**config.mk**
```make
export PLATFORM = sky130hd
export DESIGN_NAME = alarm_ctrl
export DESIGN_NICKNAME = d
export VERILOG_FILES = /design/src/rtl/alarm_ctrl.sv
export SDC_FILE = /design/constraint.sdc
export NUM_CORES = 1
export LEC_CHECK = 0
export BUFFER_PORTS_ARGS = -buffer_cell sky130_fd_sc_hd__buf_4
export CAP_MARGIN = 5
export CORE_MARGIN = 4
export CORE_UTILIZATION = 47
export CTS_BUF_LIST = sky130_fd_sc_hd__clkbuf_4 sky130_fd_sc_hd__clkbuf_8
export DETAILED_ROUTE_END_ITERATION = 10
export PLACE_DENSITY_LB_ADDON = 0.2
export SYNTH_ARGS = -nofsm -noshare
export SYNTH_HDL_FRONTEND = slang
export SYNTH_SLANG_ARGS = --single-unit
```
**constraint.sdc**
```tcl
create_clock -name clk -period 3.1 [get_ports clk]
set_clock_uncertainty 0.05 [all_clocks]
set_input_delay 0.62 -clock clk [delete_from_list [all_inputs] [get_ports clk]]
set_output_delay 0.62 -clock clk [all_outputs]
set_load 0.02 [all_outputs]
```
**src/rtl/alarm_ctrl.sv**
```systemverilog
// Alarm controller: multi-slot alarm matching, BCD snooze with wrap, ring
// auto-timeout and a registered time/alarm display mux.
module alarm_ctrl #(
  parameter int NUM_ALARMS       = 2,
  parameter int ALARM_SEL_W      = 1,
  parameter int SNOOZE_MIN       = 5,
  parameter int RING_TIMEOUT_MIN = 10
) (
  input  logic                       clk,
  input  logic                       rst_n,
  input  logic                       one_minute,
  input  logic                       snooze,
  input  logic                       stop_alarm,
  input  logic                       show_alarm,
  input  logic [ALARM_SEL_W-1:0]     alarm_sel,
  input  logic [NUM_ALARMS-1:0]      alarm_en,
  input  logic [NUM_ALARMS*16-1:0]   alarm_time,
  input  logic [15:0]                current_time,
  output logic [15:0]                display,
  output logic                       sound_alarm,
  output logic                       snooze_active,
  output logic [ALARM_SEL_W-1:0]     active_alarm
);

  typedef enum logic [1:0] {
    IDLE    = 2'd0,
    RINGING = 2'd1,
    SNOOZE  = 2'd2
  } state_t;

  // Adds SNOOZE_MIN to a BCD HH:MM value with minute and 24 h wrap.
  function automatic logic [15:0] bcd_add_snooze(input logic [15:0] t);
    logic [7:0] m;
    logic [7:0] h;
    logic       carry;
    logic [3:0] mt, mu, ht, hu;
    m     = 8'(t[7:4]) * 8'd10 + 8'(t[3:0]) + 8'(SNOOZE_MIN);
    h     = 8'(t[15:12]) * 8'd10 + 8'(t[11:8]);
    carry = (m >= 8'd60);
    m     = carry ? (m - 8'd60) : m;
    h     = h + {7'd0, carry};
    h     = (h >= 8'd24) ? 8'd0 : h;
    mt    = 4'(m / 8'd10);
    mu    = 4'(m % 8'd10);
    ht    = 4'(h / 8'd10);
    hu    = 4'(h % 8'd10);
    return {ht, hu, mt, mu};
  endfunction

  state_t                  state_r, state_nx_s;
  logic                    snooze_prev_r, stop_prev_r;
  logic                    snooze_ev_s, stop_ev_s;
  logic [15:0]             snooze_time_r, snooze_time_nx_s;
  logic [6:0]              ring_cnt_r, ring_cnt_nx_s;
  logic [ALARM_SEL_W-1:0]  active_nx_s;
  logic [NUM_ALARMS-1:0]   hit_s;
  logic                    match_s, other_s;
  logic [ALARM_SEL_W-1:0]  match_idx_s, other_idx_s;
  logic [15:0]             disp_slot_s;
  logic                    timeout_s;

  assign snooze_ev_s = snooze & ~snooze_prev_r;
  assign stop_ev_s   = stop_alarm & ~stop_prev_r;
  assign timeout_s   = (RING_TIMEOUT_MIN != 0) &&
                       (({1'b0, ring_cnt_r} + 8'd1) == 8'(RING_TIMEOUT_MIN));

  // Alarm matching; descending scans so the lowest index wins.
  always_comb begin
    hit_s       = {NUM_ALARMS{1'b0}};
    match_s     = 1'b0;
    match_idx_s = {ALARM_SEL_W{1'b0}};
    other_s     = 1'b0;
    other_idx_s = {ALARM_SEL_W{1'b0}};
    for (int i = NUM_ALARMS - 1; i >= 0; i--) begin
      hit_s[i]    = alarm_en[i] && (alarm_time[16*i +: 16] == current_time);
      match_s     = match_s | hit_s[i];
      match_idx_s = hit_s[i] ? ALARM_SEL_W'(i) : match_idx_s;
      other_s     = other_s | (hit_s[i] && (ALARM_SEL_W'(i) != active_alarm));
      other_idx_s = (hit_s[i] && (ALARM_SEL_W'(i) != active_alarm)) ? ALARM_SEL_W'(i) : other_idx_s;
    end
  end

  // Display source select; out-of-range indices fall back to slot 0.
  always_comb begin
    disp_slot_s = alarm_time[15:0];
    for (int i = 0; i < NUM_ALARMS; i++) begin
      disp_slot_s = (alarm_sel == ALARM_SEL_W'(i)) ? alarm_time[16*i +: 16] : disp_slot_s;
    end
  end

  // Next-state logic; stop beats snooze beats the minute tick.
  always_comb begin
    state_nx_s       = state_r;
    snooze_time_nx_s = snooze_time_r;
    ring_cnt_nx_s    = ring_cnt_r;
    active_nx_s      = active_alarm;
    case (state_r)
      IDLE: begin
        if (one_minute && match_s) begin
          state_nx_s    = RINGING;
          active_nx_s   = match_idx_s;
          ring_cnt_nx_s = 7'd0;
        end else begin
          state_nx_s = IDLE;
        end
      end
      RINGING: begin
        if (stop_ev_s) begin
          state_nx_s = IDLE;
        end else if (snooze_ev_s) begin
          state_nx_s       = SNOOZE;
          snooze_time_nx_s = bcd_add_snooze(current_time);
        end else if (one_minute) begin
          ring_cnt_nx_s = (ring_cnt_r == 7'd99) ? ring_cnt_r : (ring_cnt_r + 7'd1);
          state_nx_s    = timeout_s ? IDLE : RINGING;
        end else begin
          state_nx_s = RINGING;
        end
      end
      SNOOZE: begin
        if (stop_ev_s) begin
          state_nx_s       = IDLE;
          snooze_time_nx_s = 16'h0000;
        end else if (one_minute && (current_time == snooze_time_r)) begin
          state_nx_s    = RINGING;
          ring_cnt_nx_s = 7'd0;
        end else if (one_minute && other_s) begin
          state_nx_s    = RINGING;
          active_nx_s   = other_idx_s;
          ring_cnt_nx_s = 7'd0;
        end else begin
          state_nx_s = SNOOZE;
        end
      end
      default: begin
        state_nx_s = IDLE;
      end
    endcase
  end

  // State, button history and snooze/timeout bookkeeping.
  always_ff @(posedge clk or negedge rst_n) begin
    if (!rst_n) begin
      state_r       <= IDLE;
      snooze_prev_r <= 1'b1;
      stop_prev_r   <= 1'b1;
      snooze_time_r <= 16'h0000;
      ring_cnt_r    <= 7'd0;
    end else begin
      state_r       <= state_nx_s;
      snooze_prev_r <= snooze;
      stop_prev_r   <= stop_alarm;
      snooze_time_r <= snooze_time_nx_s;
      ring_cnt_r    <= ring_cnt_nx_s;
    end
  end

  // Registered outputs, driven from the next state.
  always_ff @(posedge clk or negedge rst_n) begin
    if (!rst_n) begin
      display       <= 16'h0000;
      sound_alarm   <= 1'b0;
      snooze_active <= 1'b0;
      active_alarm  <= {ALARM_SEL_W{1'b0}};
    end else begin
      display       <= show_alarm ? disp_slot_s : current_time;
      sound_alarm   <= (state_nx_s == RINGING);
      snooze_active <= (state_nx_s == SNOOZE);
      active_alarm  <= active_nx_s;
    end
  end

endmodule

```
==> results of run 1 <==
final cells by class:
cell class,instances,area [um^2]
clock buffers,5,68.8
clock inverters,3,45.0
fillers,757,2810
inverters,21,96.3
multi-input cells,429,3460
flip-flops and latches,46,1150
well taps,111,139
repair buffers,183,1420
state kept, by name (all words and copies together) (netlist names), 2 cells and up:
| register | flops |
|---|---|
| display | 16 |
| ring_cnt_r | 7 |
| snooze_time_r | 16 |
| state_r | 2 |
routing by layer:
metal | global-route usage [%] | vias to the layer above | part of all wire, %
met4 | 8.25 | 0 | 3.2
met5 | 0 | - | 0
met1 | 28.5 | 2100 | 41
met2 | 45.1 | 101 | 53
met3 | 2.41 | 31 | 2.7
li1 | - | 2200 | -
layout by cell type, fill, tap and decap left out, drive strengths merged, types with 6 or more instances in the layout:
cell,n
nand2b,11
xnor2,43
nor3,12
xor2,31
inv,20
nand2,35
dfrtp,44
ha,26
nand3,22
a31oi,10
a21oi,35
nor2,50
mux2i,18
and3,9
buf,183
nor4,11
o21ai,29
o31ai,6
cells by family after synthesis:
kind of cell | after synthesis
buffers and inverters | 45
XOR/XNOR | 74
flip-flops | 46
AND/OR/NAND/NOR | 180
multiplexers | 18
adder cells (fa/ha/maj) | 31
AO/OA/AOI/OAI | 126
stage by stage:
| step | util [%] | TNS [ns] | instances |
|---|---|---|---|
| global placement | 65.6 | -23.52 | 787 |
| detailed placement | 65.6 | -25.00 | 787 |
| CTS | 69.0 | -17.08 | 799 |
| global route | 69.5 | -20.04 | 798 |
| floorplan | - | -21.08 | 520 |
| finish | 69.5 | -17.23 | 798 |
power by group through the flow:
stage	Clock, uW	Combinational [uW]	Sequential (uW)
after floorplan	0	1460	721
after global placement	0	2370	709
final	461	2660	700
after CTS	467	2630	700
after global routing	488	2900	706
after detailed placement	0	2410	711
synth_stat cells (all sizes together), types with 4 or more instances:
cell	number
a31oi	10
o21ai	29
nand4	5
mux2i	18
nor4	11
nand2b	11
nand3	22
fa	4
clkbuf	20
a21oi	35
nand2	35
inv	20
nor3	12
o31ai	6
nor2b	4
a211oi	5
o21a	5
xor2	31
nor2	50
ha	26
dfrtp	44
and3	9
buf	4
or2	4
a22o	4
xnor2	43
worst min-delay path by stage:
stage                                       start                            end  slack [ns]
floorplan                                   rst_n       active_alarm$_DFFE_PN0P_        0.27
global placement    snooze_time_r[13]$_DFFE_PN0P_  snooze_time_r[13]$_DFFE_PN0P_        0.45
detailed placement   snooze_time_r[0]$_DFFE_PN0P_   snooze_time_r[0]$_DFFE_PN0P_        0.46
CTS                                         rst_n          sound_alarm$_DFF_PN0_        0.29
global route                                rst_n          display[14]$_DFF_PN0_        0.31
finish                                      rst_n          display[14]$_DFF_PN0_        0.25
repair_timing:
action                                  CTS  global route
gates resized for setup                  32            16
endpoints found under the setup margin   18            20
pin swaps                                10             5
hold endpoints to repair                  0             0
setup buffers                             4             0
==> metrics.cfg, run 1 <==
[run_status]
status=finished, violations left
failed_checks=negative setup slack

[timing]
rsz0062_at_grt=yes
fin_crit_sh_pct=158
setup_viol=13
final_hold_viol_count=0
maxClockFrequency_mhz=205
slew_headroom_pct=53.5
min_period_ns=4.89
hold-worst-slack_ns=0.255
fin_ws_ns=-1.79
worst_pin_slew_ns=0.693
slew_viol_final=0

[min_path]
hp-class=in -> async

[detailed_routing]
wl_per_cell_um=16.3
avgViaCountPerCell=5.55
drt_iter0_markers=158
firstDrtPassIters=4
wl_um=13000
postRouteAntennaNets=0
drc=0
num_vias=4432

[logic_synthesis]
synth_area_per_cell_um2=8.53
synth_top_family_by_area=simple AND/OR/NAND/NOR gates
seq_area_frac_synth_pct=26.0
synth-simple-area-share_pct=20.9
yosysUniqueCellTypes=73
synthTopCellsByArea=dfrtp_1 (25%), xnor2_1 (7.9%), ha_1 (7.3%), xor2_1 (5.7%), nor2_1 (4.2%)
netlist.area_leader.share_pct=24.8
synth_xor_xnor_area_share_pct=16.0
yosysTopAreaCell=dfrtp_1
synthMuxAreaShare_pct=4.06
yosysWarnings=0
synth_compound_gate_area_share_pct=19.6
syn_area_um2=4430
yosys_most_used_dff=dfrtp_1
synth_nets=607
synth_fa_ha_area_share_pct=9.37
synth_cells=520
ys_ff_latch=46
synth-edff-count=0
synth-async-reset-ratio_pct=100

[critical_path]
cp_max_fo=4
cp_slowest_stage_delay_ns=0.56
cp.arrival_ns=5.05
crit_chain=buf_8 > ha_4 > ha_4 > inv_2 > fa_2 > and3b_2 > o2bb2ai_4 > xnor2_4 > nor3_4 > nor2_1 > xnor2_1 > ha_1 > nand2_2 > o221a_4 > and3_4 > o311a_1 > a31o_1 > o221a_1 > or4_4 > and3_4 > o31ai_2
cp_num_buf_inv=2
critical_path_depth=21
startpoint=current_time[5]
r2r-end=ring_cnt_r[6]$_DFFE_PN0P_
crit_family=compound AO/OA/AOI/OAI gates
critPathRequiredTime_ns=3.27
ff2ff_setup_slack_ns=0.66
worstSetupStartpointType=primary input
critPathKind=in -> reg
end_kind=flop
crit_slowest_cell=fa_2
r2r-start=snooze_time_r[6]$_DFFE_PN0P_
rr_worst_depth=10
cp-endpoint=snooze_time_r[3]$_DFFE_PN0P_

[power]
p_int_uw=2270
p_leak_uw=0.00286
power_density_nw_per_um2=598
total_power_uw=3820
peakVddDrop_v=0.000458
sw_frac_of_total_pct=40.6
p_switching_uw=1550
power_frac_comb_pct=69.6
p_seq_share_pct=18.3
clkPwrFrac_pct=12.1

[floorplan]
coreArea_um2=9200
fp.dieH_um=105
start_util_pct=48.2
io_pins=76
die_x_um=105
num_rows=35
die-area_um2=11100

[global_route]
track_usage_pct=24.1
grt_pass1_vias=4625
grt_first_pass_wirelength_um=22200
antenna_found_initial=0
grt_start_max_net_pins=47
grt.overflow.total=0

[layout]
drive_gt1_share_pct=39.0
area_growth_pct=44.1
finish.instance_area_um2=6390
diodes=0
final_nets=773

[clocking]
cts_root_buf=clkbuf_8
clkLatencyLatePin_ns=0.30
path_clk_slew_ns=0.09
hold_buffers=0
cts_tree=yes
htree_num_levels=2
cts_buffer_depth=2
cts.sinks=46
numCtsBuffers=5

[placement]
placed_area_um2=6030
port_buffers=75
place_ws_ns=-2.17
dp_hpwl_um=10300
place.gp.congestion=0.894

[job]
cap_violations=0

Power figures use the tool's default switching activity.
==> run 2: changes to the inputs <==
ABC_AREA = 1   (was unset)
==> run 2 against run 1 <==
Net effect: the run still ends with negative setup slack left; non-clock buffer count shrank 29; sequential power fell by 10%; power is 1.6% lower; combinational power about the same; core utilization increased by 0.88 points; clock power grew 2%; first-iteration DRC count rose by 25%; worst hold slack improved by 0.017 ns; register-to-register slack better by 0.12 ns; clock-buffer cell count grew 2; final area fell by 3.5%; via count grew 4.7%; critical endpoint is now snooze_time_r[10]$_DFFE_PN0P_; highest routed layer unchanged.
==> metrics.cfg, run 2 <==
[logic_synthesis]
synth_fa_ha_area_share_pct=9.57  ; +0.20 points
yosysUniqueCellTypes=44  ; -40%
yosysTopAreaCell=dfrtp_1
synth_xor_xnor_area_share_pct=7.21  ; -8.8 points
syn_area_um2=4230  ; -4.5%
ys_ff_latch=46  ; unchanged
synth_compound_gate_area_share_pct=11.2  ; -8.4 points
yosys_most_used_dff=dfrtp_1
synth_most_common_cell=nand2_1
synthMuxAreaShare_pct=0  ; -4.1 points
synth-edff-count=0  ; unchanged
synth-async-reset-ratio_pct=100  ; unchanged
synth_nets=707  ; +16%
yosysWarnings=0  ; unchanged
synth_common_cells=nand2_1 (130), inv_1 (95), nor2_1 (80), dfrtp_1 (44), nand3_1 (44)
synth_area_per_cell_um2=6.83  ; -20%
synthTopCellsByArea=dfrtp_1 (26%), nand2_1 (12%), inv_1 (8.4%), ha_1 (7.7%), nor2_1 (7.1%)
synth-simple-area-share_pct=35.0  ; +14 points
synth_top_family_by_area=simple AND/OR/NAND/NOR gates
seq_area_frac_synth_pct=27.2  ; +1.2 points
netlist.area_leader.share_pct=26.0  ; +1.2 points
synth_cells=620  ; +19%

[critical_path]
ff2ff_setup_slack_ns=0.78  ; +0.12 ns
worstSetupStartpointType=primary input
critPathKind=in -> reg
cp.arrival_ns=4.50  ; -0.55 ns
cp_common_cell=ha_4
crit_slowest_cell=fa_2
cp_num_buf_inv=7  ; +5
cp_slowest_stage_delay_ns=0.58  ; +0.02 ns
end_kind=flop
crit_family=adder cells
cp_max_fo=5  ; +1
critPathRequiredTime_ns=3.23  ; -0.04 ns

[timing]
slew_headroom_pct=61.0  ; +7.6 points
fin_crit_sh_pct=141  ; -17 points
setup_viol=13  ; unchanged
rsz0062_at_grt=yes
fin_ws_ns=-1.27  ; +0.517 ns
tns_ns=-13.01  ; +4.22 ns
hold-worst-slack_ns=0.272  ; +0.0171 ns
min_period_ns=4.37  ; -0.517 ns
slew_viol_final=0  ; unchanged
final_hold_viol_count=0  ; unchanged
maxClockFrequency_mhz=229  ; +12%
worst_pin_slew_ns=0.584  ; -0.108 ns

[floorplan]
num_rows=34  ; -2.9%
coreArea_um2=8760  ; -4.7%
die-area_um2=10600  ; -4.2%
die_x_um=103  ; -2.1%
io_pins=76  ; unchanged
fp.dieH_um=103  ; -2.1%
start_util_pct=48.3  ; +0.11 points

[global_route]
antenna_found_initial=0  ; unchanged
track_usage_pct=22.9  ; -1.2 points
grt_start_max_net_pins=47  ; unchanged
grt_pass1_vias=4406  ; -4.7%
grt_first_pass_wirelength_um=19600  ; -11%
grt.overflow.total=0  ; unchanged

[clocking]
path_clk_slew_ns=0.09  ; about the same
numCtsBuffers=5  ; unchanged
htree_num_levels=2  ; unchanged
cts_root_buf=clkbuf_8
cts_buffer_depth=2  ; unchanged
hold_buffers=0  ; unchanged
cts.sinks=46  ; unchanged
clkLatencyLatePin_ns=0.30  ; about the same
cts_tree=yes

[power]
p_switching_uw=1660  ; +7.0%
p_seq_share_pct=16.7  ; -1.6 points
power_frac_comb_pct=70.8  ; +1.2 points
p_int_uw=2100  ; -7.5%
p_leak_uw=0.00313  ; +9.6%
clkPwrFrac_pct=12.5  ; +0.4 points
peakVddDrop_v=0.000749  ; +64%
power_density_nw_per_um2=610  ; +1.9%
sw_frac_of_total_pct=44.2  ; +3.6 points

[placement]
dp_hpwl_um=9550  ; -7.2%
place_ws_ns=-1.60  ; +0.573 ns
placed_area_um2=5510  ; -8.6%
place.gp.congestion=0.903  ; +0.96%
port_buffers=75  ; unchanged

[detailed_routing]
num_vias=4642  ; +4.7%
wl_per_cell_um=14.2  ; -13%
drc=0  ; unchanged
avgViaCountPerCell=5.26  ; -5.3%
wl_um=12500  ; -3.8%
firstDrtPassIters=5  ; +1
postRouteAntennaNets=0  ; unchanged
drt_iter0_markers=197  ; +25%

[layout]
fill_cells=704  ; -7.0%
final_nets=861  ; +11%
drive_gt1_share_pct=35.9  ; -3.1 points
diodes=0  ; unchanged
final_common_cell=buf_4
largestRegisters=display: 16 flops, snooze_time_r: 16 flops, ring_cnt_r: 7 flops
area_growth_pct=45.6
final_cell_mix=buf_4 (140), nand2_1 (111), inv_1 (83)
finish.utilization_pct=70.3  ; +0.88 points
finish.instance_area_um2=6160  ; -3.5%
multi_input_area_um2=3140  ; -9.5%
register_area_um2=1150  ; unchanged

[min_path]
hp-class=in -> async

[run_status]
failed_checks=negative setup slack
status=finished, violations left

[job]
cap_violations=0  ; unchanged

## run 2: changes by cell type in the layout (fill, tap and decap cells not counted), moves of 11 or more
cell     change
a21oi_1     -21
buf_4       -35
inv_1       +69
inv_2       +11
mux2i_1     -18
nand2_1     +80
nand2_2     +22
nand2_4     +11
nand3_2     +12
nor2_1      +26
xnor2_1     -29
## run 2: power by group through the flow
stage / combinational, uW / sequential [uW] / clock, uW
after floorplan: 1220 / 662 / 0
after global placement: 1810 / 639 / 0
after detailed placement: 1860 / 639 / 0
after CTS: 2320 / 627 / 477
after global routing: 2900 / 629 / 501
final: 2660 / 627 / 471
## run 2: cells by family after synthesis
logic type | after synthesis
simple gates | 324
fa+ha+maj | 30
buf+inv | 109
compound gates | 77
xor+xnor | 34
flops | 46
## run 2: timing repair
item / CTS / global route
setup endpoints to repair: 13 / 13
resized for setup: 47 / 44
buffers inserted: 16 / 9
endpoints found under the hold margin: 0 / 0
pin swaps: 33 / 34
## run 2: routing by layer
layer / wire length (um) / global-route usage (%) / vias to the layer above / share of wire (%)
met1: 5330 / 29.0 / 2184 / 43
li1: - / - / 2327 / -
met4: 125 / 4.88 / 0 / 1.0
met5: 0 / 0 / - / 0
met3: 634 / 2.77 / 12 / 5.1
met2: 6430 / 41.7 / 119 / 51
## run 2: final timing paths
path | from | end | depth (start not counted)
min reg2reg | snooze_time_r[14]$_DFFE_PN0P_ | snooze_time_r[14]$_DFFE_PN0P_ | 2
min | rst_n | display[9]$_DFF_PN0_ | 1
max reg2reg | state_r[0]$_DFF_PN0_ | snooze_time_r[13]$_DFFE_PN0P_ | 9
max in group asynchronous | rst_n | snooze_time_r[1]$_DFFE_PN0P_ | 1
min in group clk | snooze | snooze_prev_r$_DFF_PN1_ | 1
max | current_time[5] | snooze_time_r[10]$_DFFE_PN0P_ | 25
## run 2: layout make-up
cell class	instances	area share [%]
Tap cell	108	2.19
Clock inverter	1	0.487
Sequential cell	46	18.7
Inverter	102	6.39
Timing Repair Buffer	154	20.0
Clock buffer	7	1.36
Multi-Input combinational cell	465	50.9
## run 2: through the flow
stage	std cells	total power, uW
detailed placement	854	2500
global placement	854	2450
floorplan	620	1880
CTS	874	3420
global route	883	4030
finish	883	3760
==> run 3: changes to the inputs <==
GPL_TIMING_DRIVEN = 0   (was unset)
==> run 3 against run 2 <==
Net effect: the flow still finishes with violations (negative setup slack); via count about the same; non-clock buffer count decreased by 32; highest routed layer unchanged; setup slack got worse by 0.018 ns; first-iteration DRC count increased by 30%; fmax decreased by 0.42%; wire length increased by 4.0%; largest cell class unchanged; sequential share of layout area increased by 0.66 points.
==> metrics.cfg, run 3 (synthesis results as in run 2) <==
[run_status]
status=finished, violations left
failed_checks=negative setup slack

[global_route]
track_usage_pct=23.6  ; +0.68 points
grt_pass1_vias=4378  ; -0.64%
grt.overflow.total=0  ; unchanged
grt_start_max_net_pins=47  ; unchanged
antenna_found_initial=0  ; unchanged
grt_first_pass_wirelength_um=20000  ; +1.6%

[critical_path]
cp_max_fo=6  ; +1
end_kind=flop
cp.arrival_ns=4.53  ; +0.03 ns
critPathKind=in -> reg
startpoint=current_time[5]
r2r-end=snooze_time_r[6]$_DFFE_PN0P_
ff2ff_setup_slack_ns=0.39  ; -0.39 ns
worstSetupStartpointType=primary input
critPathRequiredTime_ns=3.24  ; about the same
rr_worst_depth=8  ; -1
r2r-start=state_r[0]$_DFF_PN0_
cp-endpoint=snooze_time_r[10]$_DFFE_PN0P_

[timing]
final_hold_viol_count=0  ; unchanged
fin_ws_ns=-1.29  ; -0.0185 ns
setup_viol=13  ; unchanged
slew_viol_final=0  ; unchanged
rsz0062_at_grt=yes
maxClockFrequency_mhz=228  ; -0.42%
worst_pin_slew_ns=0.642  ; +0.0573 ns
min_period_ns=4.39  ; +0.0185 ns
hold-worst-slack_ns=0.255  ; -0.0164 ns
fin_crit_sh_pct=142  ; +0.60 points
slew_headroom_pct=57.1  ; -4.0 points

[detailed_routing]
num_vias=4645  ; +0.065%
wl_per_cell_um=15.3  ; +8.0%
drt_iter0_markers=256  ; +30%
drc=0  ; unchanged
avgViaCountPerCell=5.46  ; +3.9%
wl_um=13000  ; +4.0%
postRouteAntennaNets=0  ; unchanged
firstDrtPassIters=5  ; unchanged

[clocking]
cts_buffer_depth=2  ; unchanged
path_clk_slew_ns=0.09  ; about the same
htree_num_levels=2  ; unchanged
cts_root_buf=clkbuf_8
cts_tree=yes
cts.sinks=46  ; unchanged
clkLatencyLatePin_ns=0.31  ; about the same
hold_buffers=0  ; unchanged
numCtsBuffers=5  ; unchanged

[layout]
largestRegisters=display: 16 flops, snooze_time_r: 16 flops, ring_cnt_r: 7 flops
diodes=0  ; unchanged
final_nets=829  ; -3.7%
register_area_um2=1150  ; unchanged
multi_input_area_um2=3230  ; +2.9%
drive_gt1_share_pct=32.9  ; -3.0 points
finish.instance_area_um2=5950  ; -3.4%
final_common_cell=nand2_1
fill_cells=696  ; -1.1%
final_cell_mix=nand2_1 (110), buf_4 (101), inv_1 (82)
area_growth_pct=40.6

[placement]
dp_hpwl_um=9170  ; -4.1%
placed_area_um2=5090  ; -7.6%
port_buffers=75  ; unchanged
place.gp.congestion=0.914  ; +1.2%

[power]
p_leak_uw=0.00297  ; -5.0%
power_density_nw_per_um2=601  ; -1.4%
peakVddDrop_v=0.000771  ; +2.9%

[floorplan]
coreArea_um2=8760  ; unchanged
start_util_pct=48.3  ; unchanged
die-area_um2=10600  ; unchanged
die_x_um=103  ; unchanged
num_rows=34  ; unchanged
fp.dieH_um=103  ; unchanged
io_pins=76  ; unchanged

[min_path]
hp-class=in -> async

[job]
cap_violations=0  ; unchanged

==> run 3: critical path, stage by stage <==
cell and delay (ns):
buf_8 0.10, ha_4 0.26, ha_4 0.13, inv_2 0.04
fa_2 0.58, inv_2 0.07, nand2_1 0.10, nand2_2 0.10
inv_2 0.09, nand2_2 0.09, nand3_4 0.16, ha_4 0.18
inv_2 0.04, fa_2 0.38, o21ai_4 0.17, xor2_2 0.20
inv_2 0.07, a221oi_2 0.25, nand2_2 0.14, nor2_4 0.15
inv_2 0.06, ha_4 0.25, nor2_1 0.03, a31oi_1 0.17
o21ai_1 0.09
==> run 3: metal layers <==
metal / wire [um] / track usage (%)
met5: 0 / 0
met4: 317 / 8.27
met3: 725 / 3.11
met2: 6500 / 40.9
met1: 5480 / 30.1
==> run 3: cell type report <==
class / count / area share (%)
buffer: 7 / 0.483
clock buffer: 5 / 1.16
clock inverter: 2 / 0.168
inverter: 102 / 6.58
multi-input combinational: 465 / 54.2
sequential: 46 / 19.4
tap: 108 / 2.27
timing repair buffer: 115 / 15.7
==> run 3: repair_timing <==
item                       CTS  global route
setup endpoints to repair   13            20
setup buffers               31            17
resized for setup           41            70
pin swaps                   49            45
==> run 3: worst min-delay path by stage <==
stage                                      start                           end  slack, ns  cells after the start
CTS                                        rst_n         display[11]$_DFF_PN0_       0.29                      1
detailed placement  snooze_time_r[2]$_DFFE_PN0P_  snooze_time_r[2]$_DFFE_PN0P_       0.44                      2
floorplan                                  rst_n      active_alarm$_DFFE_PN0P_       0.27                      0
global route                               rst_n         display[11]$_DFF_PN0_       0.31                      1
finish                                     rst_n         display[11]$_DFF_PN0_       0.26                      1
global placement    snooze_time_r[2]$_DFFE_PN0P_  snooze_time_r[2]$_DFFE_PN0P_       0.43                      2
==> run 3: report_power, final <==
group	switching, uW	leakage, uW	internal, uW
Sequential	7.59	0.000559	620
Combinational	1470	0.00237	1110
Clock	212	0.0000438	152
Total	1690	0.00297	1890
==> run 3: metrics by stage <==
step	std cells	total power [uW]	utilization [%]	setup TNS, ns	worst slack, ns
global placement	803	2190	58.1	-17.51	-1.69
detailed placement	803	2240	58.1	-18.47	-1.75
global route	850	3810	67.9	-15.35	-1.54
finish	850	3580	67.9	-12.65	-1.29
floorplan	620	1880	-	-10.77	-1.22
CTS	834	3020	62.9	-11.48	-1.21
